[src/rtl/music_ctrl_pkg.sv]
// -----------------------------------------------------------------------------
// music_ctrl_pkg
//   Shared definitions for the music playback controller:
//   - ASCII key codes that the keyboard delivers (upper and lower case)
//   - cmd_e : decoded playback command, produced by key_decoder and
//             consumed by the music_controller state flops
// -----------------------------------------------------------------------------
package music_ctrl_pkg;

  localparam logic [7:0] KEY_E_UP = 8'h45;
  localparam logic [7:0] KEY_E_LO = 8'h65;
  localparam logic [7:0] KEY_D_UP = 8'h44;
  localparam logic [7:0] KEY_D_LO = 8'h64;
  localparam logic [7:0] KEY_F_UP = 8'h46;
  localparam logic [7:0] KEY_F_LO = 8'h66;
  localparam logic [7:0] KEY_B_UP = 8'h42;
  localparam logic [7:0] KEY_B_LO = 8'h62;
  localparam logic [7:0] KEY_R_UP = 8'h52;
  localparam logic [7:0] KEY_R_LO = 8'h72;

  typedef enum logic [2:0] {
    CMD_NONE    = 3'd0,
    CMD_PLAY    = 3'd1,
    CMD_PAUSE   = 3'd2,
    CMD_FWD     = 3'd3,
    CMD_BWD     = 3'd4,
    CMD_RESTART = 3'd5
  } cmd_e;

endpackage : music_ctrl_pkg

[src/rtl/key_decoder.sv]
// -----------------------------------------------------------------------------
// key_decoder
//   Purely combinational map from a keyboard ASCII code to a playback command.
//   Both letter cases decode to the same command; any code while the
//   keyboard is not presenting valid data, and any unrecognised code,
//   decodes to CMD_NONE.
//
// Ports
//   keyboard_input   in  [7:0]  ASCII code of the current key
//   kybrd_data_ready in         keyboard_input valid this cycle
//   cmd              out cmd_e  decoded command
// -----------------------------------------------------------------------------
module key_decoder
  import music_ctrl_pkg::*;
(
  input  logic [7:0] keyboard_input,
  input  logic       kybrd_data_ready,
  output cmd_e       cmd
);

  always_comb begin
    cmd = CMD_NONE;
    if (kybrd_data_ready) begin
      case (keyboard_input)
        KEY_E_UP, KEY_E_LO: cmd = CMD_PLAY;
        KEY_D_UP, KEY_D_LO: cmd = CMD_PAUSE;
        KEY_F_UP, KEY_F_LO: cmd = CMD_FWD;
        KEY_B_UP, KEY_B_LO: cmd = CMD_BWD;
        KEY_R_UP, KEY_R_LO: cmd = CMD_RESTART;
        default:            cmd = CMD_NONE;
      endcase
    end
  end

endmodule : key_decoder

[src/rtl/music_controller.sv]
// -----------------------------------------------------------------------------
// music_controller
//   Keyboard-driven playback control. Each cycle with valid keyboard data the
//   decoded command updates the playback state one clock later. pause and
//   forward are independent sticky bits; restart is a one-cycle pulse per
//   sampled 'R'/'r' (a held key re-pulses every cycle it is sampled).
//   All outputs come straight from flops.
//
// Ports
//   clk              in         system clock (rising edge)
//   keyboard_input   in  [7:0]  ASCII code of the current key
//   forward          out        1 = play forward, 0 = backward
//   pause            out        1 = paused, 0 = playing
//   restart          out        single-cycle return-to-start command
//   kybrd_data_ready in         keyboard_input valid this cycle
//   reset_n          in         asynchronous active-low reset
// -----------------------------------------------------------------------------
module music_controller
  import music_ctrl_pkg::*;
(
  input  logic       clk,
  input  logic [7:0] keyboard_input,
  output logic       forward,
  output logic       pause,
  output logic       restart,
  input  logic       kybrd_data_ready,
  input  logic       reset_n
);

  cmd_e cmd;

  logic pause_d,   pause_q;
  logic forward_d, forward_q;
  logic restart_d, restart_q;

  key_decoder u_key_decoder (
    .keyboard_input   (keyboard_input),
    .kybrd_data_ready (kybrd_data_ready),
    .cmd              (cmd)
  );

  always_comb begin
    pause_d   = pause_q;
    forward_d = forward_q;
    // restart is a pulse: it falls unless re-armed by a sampled restart key.
    restart_d = 1'b0;
    case (cmd)
      CMD_PLAY:    pause_d   = 1'b0;
      CMD_PAUSE:   pause_d   = 1'b1;
      CMD_FWD:     forward_d = 1'b1;
      CMD_BWD:     forward_d = 1'b0;
      CMD_RESTART: restart_d = 1'b1;
      default:     ;
    endcase
  end

  // Reset leaves playback paused, pointing forward, with no restart pending.
  always_ff @(posedge clk or negedge reset_n) begin
    if (!reset_n) begin
      pause_q   <= 1'b1;
      forward_q <= 1'b1;
      restart_q <= 1'b0;
    end else begin
      pause_q   <= pause_d;
      forward_q <= forward_d;
      restart_q <= restart_d;
    end
  end

  assign pause   = pause_q;
  assign forward = forward_q;
  assign restart = restart_q;

endmodule : music_controller

[config.mk]
export PLATFORM = sky130hd
export DESIGN_NAME = music_controller
export DESIGN_NICKNAME = d
export VERILOG_FILES = /design/src/rtl/music_ctrl_pkg.sv /design/src/rtl/key_decoder.sv /design/src/rtl/music_controller.sv
export SDC_FILE = /design/constraint.sdc
export NUM_CORES = 1
export LEC_CHECK = 0
export CAP_MARGIN = 10
export CORE_AREA = 2 2 39 41
export CTS_BUF_LIST = sky130_fd_sc_hd__clkbuf_4 sky130_fd_sc_hd__clkbuf_8
export DETAILED_ROUTE_END_ITERATION = 12
export DIE_AREA = 0 0 41 43
export MAX_ROUTING_LAYER = met4
export PLACE_DENSITY_LB_ADDON = 0.3
export SLEW_MARGIN = 10
export SYNTH_ARGS = -nofsm -noshare
export SYNTH_HDL_FRONTEND = slang
export SYNTH_SLANG_ARGS = --single-unit
[constraint.sdc]
create_clock -name clk -period 0.9 [get_ports clk]
set_input_delay 0.18 -clock clk [delete_from_list [all_inputs] [get_ports clk]]
set_output_delay 0.18 -clock clk [all_outputs]
set_load 0.02 [all_outputs]
; ---- After elaboration in Yosys (flattened, before gate mapping)
; Index checks and enable logic that the tools add are counted.
[op_classes]
n_eq_ne = 15
muxes = 5
n_reduce_logical = 7
[ops]
columns = op, count
row1 = $eq A8 B7 Y1 const B, 10
row2 = $pmux W3 S5, 1
row3 = $reduce_or A2 Y1, 5
row4 = $eq A3 B2 Y1 const B, 2
row5 = $eq A3 B3 Y1 const B, 2
row6 = $pmux W1 S2, 2
row7 = $reduce_bool A2 Y1, 2
row8 = $eq A3 B1 Y1 const B, 1
row9 = $mux W3, 1
row10 = $mux W1, 1
[word_totals]
regBits = 3
inputBits = 11
output_inout_bits = 3
word_cells = 30

; ---- Longest topological paths before layout
; Gate-level depths: netlist of the first run.
[depth]
ltp_word = 6
ltp_mapped = 3
ltp_nobuf = 3

; ---- By module
; Synthesis of the first run repeated with hierarchy kept, for this count alone.
[unflattened]
cells_unflattened = 20
hier_area_um2 = 222.7
[modules_own_cells]
columns = mod, instances, cells_each, area_per_inst_um2, seq_area_each_um2
row1 = music_controller, 1, 12, 130.1, 77.6
row2 = key_decoder, 1, 8, 92.6, 0.0

; ---- Least setup slack after synthesis of the first run
; OpenSTA, ideal clock, no wires.
[synth_path]
path_type = input to register
from = input port keyboard_input[3]
to = register forward_q, in the netlist forward
setup_time_ns = 0.085
arrival_time_ns = 0.889
t_required_ns = 0.815
path_slack_ns = -0.073
path_stages = 3
n_path_buf = 0
cell_sequence = nand4bb_4 nor3_2 mux2_1
[synth_between]
elab_chain_cells = 6
elab_cells_between_ends = 21
cone_classes = eq/ne (12) / mux (3) / reduce/logical (6)
[synth_rtl]
columns = item, line
row1 = from (decl), music_controller.sv:22  ; input logic [7:0] keyboard_input,
row2 = $eq A8 B7 Y1, key_decoder.sv:24  ; case (keyboard_input)
row3 = $reduce_or A2 Y1, key_decoder.sv:24
row4 = $pmux W3 S5 (*), key_decoder.sv:24
row5 = $mux W3 (*), key_decoder.sv:23  ; if (kybrd_data_ready) begin
row6 = $eq A3 B3 Y1 or $eq A3 B2 Y1 (tied branches), music_controller.sv:47  ; case (cmd)
row7 = $pmux W1 S2 or $reduce_bool A2 Y1 (tied branches), -
row8 = to (signal assigned), music_controller.sv:65  ; forward_q <= forward_d;
row9 = to (decl), music_controller.sv:33  ; logic forward_d, forward_q;
; Mark *: on every way between the ends. The rest lies on a longest branch, timed or not.
; A chain may end at the register's enable or synchronous reset.

; ---- Final worst setup path of the first run
[layout_path]
from = register forward_q, in the netlist forward
to = output port forward
[layout_lines]
columns = item, line
row1 = to (decl), music_controller.sv:23  ; output logic forward,
; No word-level cell between the ends.

==> out/qor.yml, run 1 <==
setup_path:
  r2r-start: "pause"
  worst_r2r_endpoint: "pause"
  r2r.worst_path.cells: 3
  timing.critical_path.arrival_ps: 880
  critPathCaptureType: "primary output"
  critical_path_peak_fanout: 2
  worst_ep_required_time_ps: 720
  worst-path-buf-inv: 1
  crit_chain: "buf_6"
  critPathMaxStageDelay_ps: 530
  critical_path_class: "reg -> out"
  setup_crit_start_kind: "flip-flop"
  r2r_slack_ps: 70
  slowest_stage: "sky130_fd_sc_hd__dfstp_2"
  path_delay_family: "flip-flops"
die:
  start_util_pct: 11.8
  die_h_um: 43
  floorplan.die_area_sq_mm: 0.00176
  placementRows: 14
  design.portCount: 14
  dieWidth_um: 41
  fp.coreArea_sq_mm: 0.00138
clock_tree:
  insertion_delay_ps: 230
  ctsRootBufferMaster: "sky130_fd_sc_hd__clkbuf_4"
  cts_tree: "yes"
  cts.clk_slew.worst_paths_ps: 40
  ctsLongestPathBuffers: 2
  htree_num_levels: 1
  tritoncts.num_buffers: 3
  post_cts_hold_buffer_count: 0
  cts_sinks: 3
layout:
  final_area_sq_um: 402
  area_overhead_vs_synth_pct: 147
  diodes: 0
  layout_common_cells: "sky130_fd_sc_hd__clkbuf_4, sky130_fd_sc_hd__buf_4, sky130_fd_sc_hd__dlygate4sd2_1, sky130_fd_sc_hd__clkbuf_2, sky130_fd_sc_hd__buf_6"
  final_cells: 47
  filler_cell_count: 137
  finish.net_count: 43
  register_area_sq_um: 77.6
  multi_input_area_sq_um: 136
  layout_cell_share_with_drive_strength_beyond_1_pct: 77.4
  postLayoutCoreUtil_pct: 29.0
drt:
  wl_um: 494
  vias_after_detailed_routing: 180
  initialDrtViolationCount: 0
  count_of_tritonroute_iterations_in_the_first_routing_pass: 1
  routedWlPerCell_um: 10.5
  post-route-drc-count: 0
  post_drt_via_cell_ratio: 3.83
  postRouteAntennaNets: 0
sta:
  setup_total_negative_slack_ps: -416
  report.final.slew_viol_count: 0
  period_share_pct: 118
  clock.fmax_mhz: 942
  finalSetupViolations: 4
  worst-slew-pin-transition_ps: 178
  slew-limit-headroom_pct: 88.1
  final.setup_skew_ps: 0
  finalHoldViolations: 0
  final_critical_path_setup_slack_ps: -162
  final.min_clock_period_ps: 1060
  rsz0062_at_grt: "true"
yosys:
  ys.warnings.count: 0
  ys_ff_latch: 3
  postSynthCellCount: 11
  post-synth-top-area-cell: "sky130_fd_sc_hd__dfstp_2"
  mappedNetlistNets: 22
  syn_area_sq_um: 163
  avgSynthCellArea_sq_um: 14.8
  ys_seq_area_share_pct: 47.7
  yosys.area.top_type_share_pct: 32.3
  synth_area_leaders: "sky130_fd_sc_hd__dfstp_2, sky130_fd_sc_hd__nand4bb_4, sky130_fd_sc_hd__dfrtp_1"
  synthDistinctLibCells: 10
global_routing:
  gr-usage-all-layers_pct: 7.31
  groute.layer.met1.usage_pct: 8.06
  globalRoute.totalOverflow: 0
  wire_length_of_the_first_global_routing_pass_um: 779
  grt_start_max_net_pins: 4
  grtUsageMet3_pct: 3.14
  grt_most_used_layer: "met2"
  use_met2_pct: 8.75
  via_count_of_the_first_global_routing_pass: 187
  antenna_found_initial: 0
status:
  failed_checks: "negative setup slack"
  status: "complete, but fails checks"
placed_design:
  place.detailed.hpwl_um: 312
  place_worst_setup_slack_ps: -510
  place.detailed.instances: 41
  area_after_detailed_placement_sq_um: 318
  count_of_input_and_output_buffers: 12
  routabilityCongestion: 0.716
pwr:
  leakage_uw: 0.000179
  max-vdd-ir-drop_uv: 393
  power_density_mw_per_mm2: 1460
run:
  max_cap_viols: 0
min_path:
  worstHoldPathType: "in -> async"
## layer usage
layer / vias up / part of all wire, % / wire length [um]
li1: 83 / - / -
met1: 80 / 36 / 178
met2: 15 / 48 / 238
met3: 2 / 14 / 68
met4: 0 / 1.6 / 8
met5: - / 0 / 0
## how the worst max path moves through the flow
stage / startpoint / endpoint / slack (ps) / cells past startpoint
3_5_place_dp: keyboard_input[6] / forward / -510 / 4
5_1_grt: forward / forward / -190 / 1
4_1_cts: pause / pause / -170 / 1
2_1_floorplan: keyboard_input[3] / forward / -70 / 3
3_3_place_gp: keyboard_input[3] / forward / -490 / 4
6_report: forward / forward / -160 / 1
## stage by stage
stage	power (uW)	hold slack, ps
after detailed placement	279	369
after global placement	277	366
after floorplan	201	-116
final	587	125
after CTS	561	120
after global routing	632	122
## cell type report
type / instances / area share, %
clock buffers: 4 / 7.48
flip-flops and latches: 3 / 19.3
well taps: 16 / 4.98
repair buffers: 16 / 34.3
multi-input cells: 8 / 34.0
## sequential cells by signal, indices dropped and copies added, names as in the netlist
register,count
pause,1
restart,1
forward,1
## worst register-to-register path: stages (launching register included)
cell	delay, ps
sky130_fd_sc_hd__dfstp_2	530
sky130_fd_sc_hd__buf_4	110
sky130_fd_sc_hd__o21ai_4	50
sky130_fd_sc_hd__o31ai_4	50
## repair_timing
item                       CTS  global route
buffers inserted             1             1
setup endpoints to repair    6             5
cloned                       0             0
gates resized for setup     28            14
pin swaps                    3             3
## logic make-up (layout without fill, tap and decap cells)
family | after synthesis | count (layout) | synth area share (%)
compound gates | 2 | 2 | 7.69
buf+inv | 0 | 20 | 0
flops | 3 | 3 | 47.7
mux | 1 | 1 | 6.92
simple gates | 5 | 5 | 37.7
## cell usage after synthesis (all sizes together)
cell and number:
nand2b 1, nor4b 1, nand4bb 1, mux2 1, dfstp 2, dfrtp 1
nor3 1, o31ai 1, o21ai 1, or3b 1
## power breakdown
| part | internal [uW] | switching [uW] | leakage [uW] | total (uW) |
|---|---|---|---|---|
| Sequential | 157 | 9.31 | 0.0000348 | 166 |
| Clock | 196 | 73.3 | 0.0000184 | 270 |
| Combinational | 90.5 | 60.8 | 0.000125 | 151 |
Note: power is estimated with default switching activity, not from simulation.
==> run 2: changes to the inputs <==
--- a/config.mk
+++ b/config.mk
@@ -6,8 +6,11 @@
 export NUM_CORES = 1
 export LEC_CHECK = 0
 export CAP_MARGIN = 10
+export CELL_PAD_IN_SITES_DETAIL_PLACEMENT = 1
+export CELL_PAD_IN_SITES_GLOBAL_PLACEMENT = 1
 export CORE_AREA = 2 2 39 41
-export CTS_BUF_LIST = sky130_fd_sc_hd__clkbuf_4 sky130_fd_sc_hd__clkbuf_8
+export CTS_BUF_LIST = sky130_fd_sc_hd__clkbuf_8
+export CTS_CLUSTER_SIZE = 12
 export DETAILED_ROUTE_END_ITERATION = 12
 export DIE_AREA = 0 0 41 43
 export MAX_ROUTING_LAYER = met4
==> run 2 against run 1 <==
  * The run still ends with negative setup slack left
  * Routed wire length rose by 1.2%
  * Flip-flop and latch count is the same
  * Clock power increased by 39%
  * Clock skew unchanged
  * Hold slack better by 24 ps
  * Sequential power barely moved
  * Cell area is 0.31% higher
  * Final cell count did not move
  * Core utilization is 0.090 points higher
  * Register-to-register slack improved by 20 ps
  * First-iteration DRC count did not move
  * Die area unchanged
  * Critical path type unchanged
==> out/qor.yml, run 2 (synthesized netlist as in run 1, its figures left out) <==
setup_path:
  slowest_stage: "sky130_fd_sc_hd__dfstp_2"
  critPathMaxStageDelay_ps: 530
  setup_crit_start_kind: "flip-flop"
  path_delay_family: "flip-flops"
  critical_path_class: "reg -> out"
  crit_chain: "buf_6"
  timing.critical_path.arrival_ps: 850
  worst-path-buf-inv: 1
  critPathCaptureType: "primary output"
  r2r_slack_ps: 90
  worst_ep_required_time_ps: 720
  critical_path_peak_fanout: 2
sta:
  period_share_pct: 114
  clock.fmax_mhz: 972
  finalSetupViolations: 2
  slew-limit-headroom_pct: 86.9
  setup_total_negative_slack_ps: -256
  final_critical_path_setup_slack_ps: -129
  finalHoldViolations: 0
  final.hold.worst_slack_ps: 150
  final.setup_skew_ps: 0
  rsz0062_at_grt: "true"
  worst-slew-pin-transition_ps: 196
  final.min_clock_period_ps: 1030
  report.final.slew_viol_count: 0
placed_design:
  place_worst_setup_slack_ps: -524
  routabilityCongestion: 0.695
  count_of_input_and_output_buffers: 12
  area_after_detailed_placement_sq_um: 318
drt:
  vias_after_detailed_routing: 174
  wl_um: 500
  post_drt_via_cell_ratio: 3.70
  count_of_tritonroute_iterations_in_the_first_routing_pass: 1
  postRouteAntennaNets: 0
  routedWlPerCell_um: 10.6
  post-route-drc-count: 0
  initialDrtViolationCount: 0
min_path:
  worstHoldPathType: "in -> async"
global_routing:
  globalRoute.totalOverflow: 0
  wire_length_of_the_first_global_routing_pass_um: 759
  via_count_of_the_first_global_routing_pass: 221
  grt_start_max_net_pins: 4
  gr-usage-all-layers_pct: 6.79
  antenna_found_initial: 0
clock_tree:
  cts_tree: "yes"
  ctsRootBufferMaster: "sky130_fd_sc_hd__clkbuf_8"
  ctsLongestPathBuffers: 2
  cts.clk_slew.worst_paths_ps: 30
  tritoncts.num_buffers: 3
  insertion_delay_ps: 210
  cts_sinks: 3
  post_cts_hold_buffer_count: 0
  htree_num_levels: 1
layout:
  finish.net_count: 43
  mostFrequentLayoutCell: "sky130_fd_sc_hd__buf_4"
  area_overhead_vs_synth_pct: 148
  layout_cell_share_with_drive_strength_beyond_1_pct: 74.2
  diodes: 0
  layout_common_cells: "sky130_fd_sc_hd__buf_4, sky130_fd_sc_hd__clkbuf_8, sky130_fd_sc_hd__buf_6"
  final_area_sq_um: 403
  filler_cell_count: 160
run:
  max_cap_viols: 0
pwr:
  power.total_uw: 675
  max-vdd-ir-drop_uv: 439
  leakage_uw: 0.000176
  power_density_mw_per_mm2: 1670
die:
  start_util_pct: 11.8
  fp.coreArea_sq_mm: 0.00138
  floorplan.die_area_sq_mm: 0.00176
  placementRows: 14
  die_h_um: 43
  design.portCount: 14
  dieWidth_um: 41
status:
  status: "complete, but fails checks"
  failed_checks: "negative setup slack"
-- run 2: changes by cell type in the layout (fill, tap and decap cells not counted), sizes merged --
cell | before | now
clkbuf | 7 | 4
inv | 0 | 1
dlygate4sd2 | 3 | 2
buf | 7 | 8
dlymetal6s2s | 1 | 0
clkdlybuf4s15 | 1 | 4
-- run 2: metrics by stage --
stage	utilization (%)	cells
after global routing	29.1	47
after global placement	23.0	41
final	29.1	47
after floorplan	-	11
after CTS	28.9	47
after detailed placement	23.0	41
-- run 2: what timing repair did --
| item | in CTS | in global routing |
|---|---|---|
| pin swaps | 4 | 2 |
| setup buffers | 2 | 0 |
| resized for setup | 39 | 3 |
| endpoints found under the setup margin | 6 | 4 |
-- run 2: area by class of cell --
cell class	count	area, sq um	share of cell area [%]
repair buffers	16	144	35.7
clock buffers	3	41.3	10.2
multi-input cells	8	116	28.9
clock inverters	1	3.75	0.932
flip-flops and latches	3	77.6	19.3
well taps	16	20.0	4.97
-- run 2: power by group --
group	total [uW]	internal, uW	switching [uW]
sequential	164	157	7.70
clock	374	290	84.3
combinational	136	82.0	54.0
total	675	529	146
-- run 2: path summary, 6_finish.rpt --
kind,from,cells past startpoint,to
worst min-delay path,reset_n,1,restart
worst max-delay path,forward,1,forward
min in group clk,keyboard_input[0],2,pause
worst min register to register,pause,3,pause
worst max register to register,pause,3,pause
max in group asynchronous,reset_n,1,pause
-- run 2: routing by layer --
layer  up-vias  GRT usage, %  wire [um]
met5         -             -          0
met4         0          8.00          0
met3         0          1.57         64
met2        13          9.06        269
met1        78          7.07        167
li1         83             -          -
==> run 3: changes to the inputs <==
--- a/config.mk
+++ b/config.mk
@@ -14,7 +14,7 @@
 export DETAILED_ROUTE_END_ITERATION = 12
 export DIE_AREA = 0 0 41 43
 export MAX_ROUTING_LAYER = met4
-export PLACE_DENSITY_LB_ADDON = 0.3
+export PLACE_DENSITY_LB_ADDON = 0.1
 export SLEW_MARGIN = 10
 export SYNTH_ARGS = -nofsm -noshare
 export SYNTH_HDL_FRONTEND = slang
==> run 3 against run 2 <==
  * The flow still finishes with violations (negative setup slack)
  * Hold slack better by 7.2 ps
  * Setup slack worse by 15 ps
  * Clock power is 1% higher
==> out/qor.yml, run 3 (synthesized netlist as in run 1, its figures left out) <==
setup_path:
  r2r.worst_path.cells: 3
  critical_path_peak_fanout: 2
  slowest_stage: "sky130_fd_sc_hd__dfstp_2"
  critPathMaxStageDelay_ps: 530
  setup_crit_start_kind: "flip-flop"
  path_delay_family: "flip-flops"
  r2r-start: "pause"
  critical_path_class: "reg -> out"
  r2r_slack_ps: 70
  critical_path.startpoint: "forward"
  crit_chain: "buf_6"
  worst-path-buf-inv: 1
  critical_path.endpoint: "forward"
  critPathCaptureType: "primary output"
  timing.critical_path.arrival_ps: 860
  cp_num_cells: 1
  worst_r2r_endpoint: "pause"
  worst_ep_required_time_ps: 720
global_routing:
  wire_length_of_the_first_global_routing_pass_um: 986
  grt_start_max_net_pins: 4
  globalRoute.totalOverflow: 0
  antenna_found_initial: 0
  via_count_of_the_first_global_routing_pass: 231
  gr-usage-all-layers_pct: 9.70
clock_tree:
  cts_tree: "yes"
  insertion_delay_ps: 210
  ctsRootBufferMaster: "sky130_fd_sc_hd__clkbuf_8"
  cts_sinks: 3
  cts.clk_slew.worst_paths_ps: 30
  ctsLongestPathBuffers: 2
  htree_num_levels: 1
  tritoncts.num_buffers: 3
  post_cts_hold_buffer_count: 0
drt:
  routedWlPerCell_um: 12.1
  vias_after_detailed_routing: 181
  wl_um: 579
  initialDrtViolationCount: 0
  post_drt_via_cell_ratio: 3.77
  postRouteAntennaNets: 0
  count_of_tritonroute_iterations_in_the_first_routing_pass: 1
  post-route-drc-count: 0
die:
  start_util_pct: 11.8
  design.portCount: 14
  fp.coreArea_sq_mm: 0.00138
  die_h_um: 43
  placementRows: 14
  dieWidth_um: 41
  floorplan.die_area_sq_mm: 0.00176
sta:
  period_share_pct: 116
  finalSetupViolations: 2
  clock.fmax_mhz: 958
  report.final.slew_viol_count: 0
  finalHoldViolations: 0
  final.min_clock_period_ps: 1040
  slew-limit-headroom_pct: 87.5
  rsz0062_at_grt: "true"
  setup_total_negative_slack_ps: -275
  worst-slew-pin-transition_ps: 188
  final.setup_skew_ps: 0
  final_critical_path_setup_slack_ps: -144
pwr:
  power_density_mw_per_mm2: 1710
  leakage_uw: 0.000181
  max-vdd-ir-drop_uv: 412
run:
  max_cap_viols: 0
layout:
  diodes: 0
  mostFrequentLayoutCell: "sky130_fd_sc_hd__clkbuf_2"
  final_cells: 48
  layout_common_cells: "sky130_fd_sc_hd__clkbuf_2, sky130_fd_sc_hd__buf_6, sky130_fd_sc_hd__buf_4"
  layout_cell_share_with_drive_strength_beyond_1_pct: 87.5
  area_overhead_vs_synth_pct: 152
  finish.net_count: 44
min_path:
  worstHoldPathType: "in -> async"
placed_design:
  place.detailed.instances: 43
  place.detailed.hpwl_um: 409
  routabilityCongestion: 0.623
  count_of_input_and_output_buffers: 12
status:
  failed_checks: "negative setup slack"
  status: "complete, but fails checks"
-- run 3: cell count changes in the layout (fill, tap and decap cells not counted), sizes merged --
| cell | change |
|---|---|
| buf | +2 |
| clkbuf | +4 |
| clkdlybuf4s15 | -3 |
| dlygate4sd2 | -2 |
-- run 3: layout make-up --
type	count	area, sq um
Fill cell	157	975
Multi-Input combinational cell	8	136
Timing Repair Buffer	17	130
Sequential cell	3	77.6
Clock buffer	3	41.3
Tap cell	16	20.0
Clock inverter	1	3.75
-- run 3: stage by stage --
step / instance area, sq um / setup slack [ps] / hold slack [ps] / total power (uW) / util [%]
6_report: 409 / -144 / 157 / 699 / 29.6
3_3_place_gp: 333 / -514 / 372 / 286 / 24.1
3_5_place_dp: 333 / -532 / 387 / 289 / 24.1
5_1_grt: 409 / -165 / 154 / 743 / 29.6
2_1_floorplan: 163 / -73.3 / -116 / 201 / -
4_1_cts: 417 / -149 / 159 / 703 / 30.1
-- run 3: worst min-delay path by stage --
stage	slack (ps)	end	cells after the start	start
3_3_place_gp	370	restart	1	reset_n
3_5_place_dp	390	restart	1	reset_n
6_report	160	restart	1	reset_n
5_1_grt	150	restart	1	reset_n
2_1_floorplan	-120	restart	0	reset_n
4_1_cts	160	restart	1	reset_n
-- run 3: what timing repair did --
item / in CTS / in global routing
cloned: 0 / 0
gates resized for setup: 38 / 15
pin swaps: 4 / 4
buffers inserted: 1 / 0
endpoints found under the setup margin: 6 / 6
-- run 3: report_power, final --
group | total (uW) | internal [uW] | switching (uW) | leakage [uW]
Sequential | 166 | 157 | 9.07 | 0.0000348
Combinational | 155 | 90.7 | 64.1 | 0.000119
Clock | 378 | 290 | 87.9 | 0.0000269
-- run 3: routing by layer --
layer	up-vias	track usage, %	wire length (um)
met4	0	12.0	0
met1	90	7.47	174
met2	6	14.7	380
met3	0	3.14	24
li1	85	-	-
met5	-	-	0
